### config.mk
export PLATFORM = sky130hd
export DESIGN_NAME = mult_div_unit
export DESIGN_NICKNAME = d
export VERILOG_FILES = /design/src/rtl/mult_div_unit_pkg.sv /design/src/rtl/mult_div_unit_divider.sv /design/src/rtl/mult_div_unit.sv
export SDC_FILE = /design/constraint.sdc
export NUM_CORES = 2
export LEC_CHECK = 0
export BUFFER_PORTS_ARGS = -buffer_cell sky130_fd_sc_hd__buf_2
export CAP_MARGIN = 20
export CORE_MARGIN = 4
export CORE_UTILIZATION = 65
export CTS_BUF_LIST = sky130_fd_sc_hd__clkbuf_4 sky130_fd_sc_hd__clkbuf_8 sky130_fd_sc_hd__clkbuf_16
export CTS_CLUSTER_SIZE = 8
export DETAILED_ROUTE_END_ITERATION = 10
export PLACE_DENSITY = 0.92
export SKIP_CTS_REPAIR_TIMING = 1
export SYNTH_ARGS = -nofsm -noshare
export SYNTH_HDL_FRONTEND = slang
export SYNTH_SLANG_ARGS = --single-unit
### constraint.sdc
create_clock -name clk -period 11.2 [get_ports clk]
set_input_delay 0.56 -clock clk [delete_from_list [all_inputs] [get_ports clk]]
set_output_delay 0.56 -clock clk [all_outputs]
set_load 0.05 [all_outputs]
### src/rtl/mult_div_unit_pkg.sv
// mult_div_unit_pkg: op codes, FSM states and op-class helpers for the MDU.
// MDU_MADD_EN widens op to 4 bits to fit the multiply-accumulate codes.
package mult_div_unit_pkg;

  localparam int XLEN = 32;
  localparam int DIV_CYCLES = XLEN;

`ifdef MDU_MADD_EN
  localparam int OP_W = 4;
`else
  localparam int OP_W = 3;
`endif

  localparam logic [OP_W-1:0] mduMult  = OP_W'(0);
  localparam logic [OP_W-1:0] mduMultu = OP_W'(1);
  localparam logic [OP_W-1:0] mduDiv   = OP_W'(2);
  localparam logic [OP_W-1:0] mduDivu  = OP_W'(3);
  localparam logic [OP_W-1:0] mduMthi  = OP_W'(4);
  localparam logic [OP_W-1:0] mduMtlo  = OP_W'(5);
`ifdef MDU_MADD_EN
  localparam logic [OP_W-1:0] mduMadd  = OP_W'(8);
  localparam logic [OP_W-1:0] mduMaddu = OP_W'(9);
  localparam logic [OP_W-1:0] mduMsub  = OP_W'(10);
  localparam logic [OP_W-1:0] mduMsubu = OP_W'(11);
`endif

  typedef enum logic [1:0] {
    S_IDLE = 2'd0,
    S_MUL  = 2'd1,
    S_DIV  = 2'd2,
    S_DONE = 2'd3
  } mdu_state_e;

  function automatic logic is_mul_op(input logic [OP_W-1:0] op);
    logic r;
    r = (op == mduMult) || (op == mduMultu);
`ifdef MDU_MADD_EN
    r = r || (op == mduMadd) || (op == mduMaddu)
          || (op == mduMsub) || (op == mduMsubu);
`endif
    return r;
  endfunction

  function automatic logic is_div_op(input logic [OP_W-1:0] op);
    return (op == mduDiv) || (op == mduDivu);
  endfunction

  function automatic logic is_signed_op(input logic [OP_W-1:0] op);
    logic r;
    r = (op == mduMult) || (op == mduDiv);
`ifdef MDU_MADD_EN
    r = r || (op == mduMadd) || (op == mduMsub);
`endif
    return r;
  endfunction

endpackage

### src/rtl/mult_div_unit_divider.sv
// mdu_divider: 32-step restoring divider on magnitudes, then sign fix-up.
// Divide by zero yields all-ones quotient and the raw dividend as remainder.
module mdu_divider
  import mult_div_unit_pkg::*;
(
  input  logic        clk,
  input  logic        reset,
  input  logic        start,
  input  logic        flush,
  input  logic        sgn,
  input  logic [31:0] a,
  input  logic [31:0] b,
  output logic [31:0] quotient,
  output logic [31:0] remainder,
  output logic        done
);

  logic [31:0] rem, quo, dvs, a_raw;
  logic        neg_q, neg_r, dz, run;
  logic [4:0]  cnt;
  logic [31:0] a_abs, b_abs;
  logic [32:0] rem_sh, diff;

  // operand magnitudes and one shift-subtract step
  always_comb begin
    a_abs  = (sgn && a[31]) ? -a : a;
    b_abs  = (sgn && b[31]) ? -b : b;
    rem_sh = {rem, quo[31]};
    diff   = rem_sh - {1'b0, dvs};
  end

  // iterate one quotient bit per cycle; done pulses after the last bit
  always_ff @(posedge clk or posedge reset) begin
    if (reset) begin
      rem   <= '0;
      quo   <= '0;
      dvs   <= '0;
      a_raw <= '0;
      neg_q <= 1'b0;
      neg_r <= 1'b0;
      dz    <= 1'b0;
      run   <= 1'b0;
      done  <= 1'b0;
      cnt   <= '0;
    end else if (flush) begin
      run  <= 1'b0;
      done <= 1'b0;
    end else if (start) begin
      rem   <= '0;
      quo   <= a_abs;
      dvs   <= b_abs;
      a_raw <= a;
      neg_q <= sgn && (a[31] ^ b[31]);
      neg_r <= sgn && a[31];
      dz    <= (b == '0);
      run   <= 1'b1;
      done  <= 1'b0;
      cnt   <= '0;
    end else if (run) begin
      rem <= diff[32] ? rem_sh[31:0] : diff[31:0];
      quo <= {quo[30:0], ~diff[32]};
      cnt <= cnt + 5'd1;
      if (cnt == 5'(DIV_CYCLES - 1)) begin
        run  <= 1'b0;
        done <= 1'b1;
      end
    end else begin
      done <= 1'b0;
    end
  end

  // sign fix-up and divide-by-zero override
  always_comb begin
    quotient  = neg_q ? -quo : quo;
    remainder = neg_r ? -rem : rem;
    if (dz) begin
      quotient  = '1;
      remainder = a_raw;
    end
  end

endmodule

### src/rtl/mult_div_unit.sv
// mult_div_unit: multi-cycle EX-stage MDU owning HI/LO.
// Optional MDU_MADD_EN adds MADD/MADDU/MSUB/MSUBU accumulate ops.
module mult_div_unit
  import mult_div_unit_pkg::*;
#(
  parameter int MUL_CYCLES = 5
) (
  input  logic            clk,
  input  logic            reset,
  input  logic            start,
  input  logic [OP_W-1:0] op,
  input  logic [31:0]     A,
  input  logic [31:0]     B,
  input  logic            cancel,
  output logic            busy,
  output logic [31:0]     hi,
  output logic [31:0]     lo
);

  mdu_state_e      state, state_n;
  logic [OP_W-1:0] op_q;
  logic [31:0]     a_q, b_q;
  logic [3:0]      cnt;
  logic            accept, div_start, commit;
  logic            sgn_q;
  logic [63:0]     ext_a, ext_b, prod, res;
  logic [31:0]     quo, rem;
  logic            div_done;

  assign accept = start && !cancel && (state == S_IDLE);
  assign busy   = (state != S_IDLE);

  mdu_divider u_div (
    .clk       (clk),
    .reset     (reset),
    .start     (div_start),
    .flush     (cancel),
    .sgn       (is_signed_op(op)),
    .a         (A),
    .b         (B),
    .quotient  (quo),
    .remainder (rem),
    .done      (div_done)
  );

  // state register
  always_ff @(posedge clk or posedge reset) begin
    if (reset) state <= S_IDLE;
    else       state <= state_n;
  end

  // next state, divider kick and commit strobe
  always_comb begin
    state_n   = state;
    div_start = 1'b0;
    commit    = 1'b0;
    unique case (state)
      S_IDLE: begin
        if (accept) begin
          unique case (1'b1)
            is_mul_op(op): state_n = S_MUL;
            is_div_op(op): begin
              state_n   = S_DIV;
              div_start = 1'b1;
            end
            default: ;
          endcase
        end
      end
      S_MUL: begin
        if (cancel)                           state_n = S_IDLE;
        else if (cnt == 4'(MUL_CYCLES - 1))   state_n = S_DONE;
      end
      S_DIV: begin
        if (cancel)        state_n = S_IDLE;
        else if (div_done) state_n = S_DONE;
      end
      S_DONE: begin
        state_n = S_IDLE;
        commit  = !cancel;
      end
      default: state_n = S_IDLE;
    endcase
  end

  // 64-bit product and the value committed into {hi,lo}
  always_comb begin
    sgn_q = is_signed_op(op_q);
    ext_a = {{32{sgn_q & a_q[31]}}, a_q};
    ext_b = {{32{sgn_q & b_q[31]}}, b_q};
    prod  = ext_a * ext_b;
    res   = prod;
    unique case (1'b1)
      is_div_op(op_q): res = {rem, quo};
`ifdef MDU_MADD_EN
      (op_q == mduMadd) || (op_q == mduMaddu): res = {hi, lo} + prod;
      (op_q == mduMsub) || (op_q == mduMsubu): res = {hi, lo} - prod;
`endif
      default: res = prod;
    endcase
  end

  // operand latch, delay counter and HI/LO updates
  always_ff @(posedge clk or posedge reset) begin
    if (reset) begin
      hi   <= '0;
      lo   <= '0;
      op_q <= '0;
      a_q  <= '0;
      b_q  <= '0;
      cnt  <= '0;
    end else begin
      if (accept && (is_mul_op(op) || is_div_op(op))) begin
        op_q <= op;
        a_q  <= A;
        b_q  <= B;
        cnt  <= '0;
      end
      if (accept && op == mduMthi) hi <= A;
      if (accept && op == mduMtlo) lo <= A;
      if (state == S_MUL) cnt <= cnt + 4'd1;
      if (commit) {hi, lo} <= res;
    end
  end

endmodule
==> impl_metrics.py <==
metrics = {
    "yosys": {
        "synth_seq_cells": 275,
        "async_flop_share_pct": 100,
        "synth_area_per_cell_um2": 9.03,
        "syn_inst": 5994,
        "ys.warnings.count": 0,
        "synth_flop_cell": "dfrtp_1",
        "synthDistinctLibCells": 69,
        "synth_top_area_share_pct": 41.7,
        "synth_area_leaders": "fa_1 (42%), dfrtp_1 (13%), inv_1 (8.3%)",
        "synth_edf_count": 0,
        "syn_nets": 7448,
        "yosys.area.top_type": "fa_1",
        "syn_area_mm2": 0.0541,
        "yosysSeqAreaShare_pct": 12.7,
    },
    "drt": {
        "dr.pass1.iters": 7,
        "routed_wl_um": 168000,
        "drc": 0,
        "drtIter0Drc": 5604,
        "via_count": 45100,
        "ant_nets": 0,
        "viasPerCell": 6.45,
        "avgRoutedWirePerCell_um": 24.1,
    },
    "critical_path": {
        "slowest_delay_ps": 1120,
        "arrival_ps": 10330,
        "r2r-end": "hi[30]",
        "cpMostUsedCell": "fa_1",
        "rrSetupSlack_ps": 1310,
        "critical_path.endpoint_type": "register",
        "crit_slowest_cell": "fa_1",
        "rr_startpoint": "op_q[2]",
        "critPathKind": "reg2reg",
        "cp_max_fo": 21,
        "cp.required_ps": 11650,
        "ff2ff_path_depth": 30,
        "cp-start-kind": "register",
    },
    "clocking": {
        "cts.sinks": 275,
        "clk_path_buf_depth": 3,
        "cts-buffers-inserted": 40,
        "cts_tree": "yes",
        "clk_pin_slew_ps": 50,
        "htreeDepth": 2,
        "root_buffer": "clkbuf_16",
        "clk_latency_ps": 580,
    },
    "place": {
        "dp_hpwl_um": 129000,
        "place_congestion": 1.00,
        "portBuffers": 135,
    },
    "timing": {
        "timing.final.crit_share_pct": 88.3,
        "grt_setup_unrepaired": "false",
        "drv_slew": 0,
        "finalCriticalPeriod_ps": 9890,
        "setup_viol": 0,
        "worst_slew_pin_slew_ps": 1140,
        "finalSetupTns_ps": 0,
        "finClkSkew_ps": 28.7,
        "fmax_mhz": 101,
        "relSlewSlack_pct": 23.9,
        "finalHoldViolations": 0,
    },
    "grt": {
        "track_usage_pct": 39.3,
        "antenna_found_initial": 10,
        "overflow": 0,
        "grt_pass1_vias": 49800,
        "grt_pass1_wl_um": 266000,
        "grt_max_degree": 88,
    },
    "min_path": {
        "hp-class": "in2async",
    },
    "floorplanning": {
        "die_w_um": 297,
        "ioPinCount": 136,
        "coreArea_mm2": 0.0822,
        "die_h_um": 297,
        "fp.dieArea_mm2": 0.0879,
        "start_util_pct": 65.8,
        "rows": 105,
    },
    "final_layout": {
        "fin_util_pct": 69.1,
        "nNetsFinal": 7355,
        "syn_to_final_growth_pct": 5.03,
        "layout-drive-gt1-share_pct": 6.57,
    },
    "job": {
        "drv_cap": 0,
    },
    "outcome": {
        "status": "finished clean",
    },
}
==> sequential cells by signal (all words and copies together), names as in the netlist <==
signal	count
a_q	32
b_q	32
hi	32
lo	32
u_div.a_raw	32
u_div.dvs	32
u_div.quo	32
u_div.rem	32
u_div.cnt	5
cnt	4
op_q	3
state	2
u_div.done	1
u_div.dz	1
u_div.neg_q	1
u_div.neg_r	1
u_div.run	1
==> cell families after synthesis <==
kind of cell               synth area share, %
AOI/OAI and AO/OA                         8.55
buffers and inverters                     10.9
adders and majority gates                 47.6
xor gates and xnor gates                  3.14
muxes                                     3.28
DFF                                       12.7
and+or+nand+nor                           13.8
==> how the worst max path moves through the flow <==
stage | start | endpoint | slack [ps]
finish | op_q[2] | hi[30] | 1310
global placement | op_q[2] | hi[30] | 1890
CTS | op_q[2] | hi[30] | 1560
floorplan | reset | a_q[0] | 3060
detailed placement | op_q[2] | hi[30] | 1610
global route | op_q[2] | hi[30] | 1070
==> layout make-up <==
| type | instances | area, um2 |
|---|---|---|
| fillers | 5668 | 25400 |
| repair buffers | 227 | 1520 |
| clock inverters | 3 | 70.1 |
| flip-flops and latches | 275 | 6890 |
| inverters | 1203 | 4520 |
| clock buffers | 45 | 1060 |
| diodes | 11 | 27.5 |
| multi-input cells | 4154 | 41400 |
| well taps | 1070 | 1340 |
==> per-layer routing <==
metal,routed length [um],vias to the layer above,share of wire (%),track usage (%)
met5,29,-,0.017,0
met4,16500,4,9.8,31.3
met3,23700,1192,14,12.6
met2,76000,3743,45,60.9
met1,52200,22100,31,45.2
li1,-,18000,-,-
==> synth_stat cells, drive strengths merged (20+ instances only) <==
cell    number
o21ai      238
mux2        73
o211ai      34
fa        1126
and2       303
o221ai      31
o31ai       52
mux2i       95
nor2       123
nor3        27
inv       1203
nand3       30
a21o        54
nand2     1028
clkbuf     342
xor2        65
a31oi       36
and3        32
ha         257
xnor2      129
buf         20
dfrtp      275
a21oi      196
==> placed cells by master, fill, tap and decap left out, drive strengths merged, types with 31 or more instances in the layout <==
| cell | Yosys | routed |
|---|---|---|
| a21o | 54 | 54 |
| a21oi | 196 | 196 |
| a31oi | 36 | 36 |
| and2 | 303 | 303 |
| and3 | 32 | 32 |
| buf | 20 | 227 |
| clkbuf | 342 | 45 |
| dfrtp | 275 | 275 |
| fa | 1126 | 1126 |
| ha | 257 | 257 |
| inv | 1203 | 1205 |
| mux2 | 73 | 73 |
| mux2i | 95 | 95 |
| nand2 | 1028 | 1028 |
| nor2 | 123 | 123 |
| o211ai | 34 | 34 |
| o21ai | 238 | 238 |
| o221ai | 31 | 31 |
| o31ai | 52 | 52 |
| xnor2 | 129 | 129 |
| xor2 | 65 | 65 |
==> worst max-delay path: cells and delay by family, from the launching register on <==
| family | cells | cell delay, ps |
|---|---|---|
| adder cells (fa/ha/maj) | 9 | 4930 |
| AO/OA/AOI/OAI | 9 | 1760 |
| buffers and inverters | 8 | 1470 |
| AND/OR/NAND/NOR | 3 | 1010 |
| flip-flops | 1 | 430 |
| multiplexers | 1 | 120 |
==> metrics by stage <==
stage	worst slack (ps)	instance area [um2]	cells	hold slack (ps)
after global routing	1070	56800	6978	129
after CTS	1560	56700	6973	113
after floorplan	3060	54100	5994	440
after global placement	1890	55500	6921	457
after detailed placement	1610	55600	6925	466
final	1310	56800	6988	64.1
Power is not shown: default switching activity piles up to over one toggle a cycle in this logic, so the estimate is an artifact.
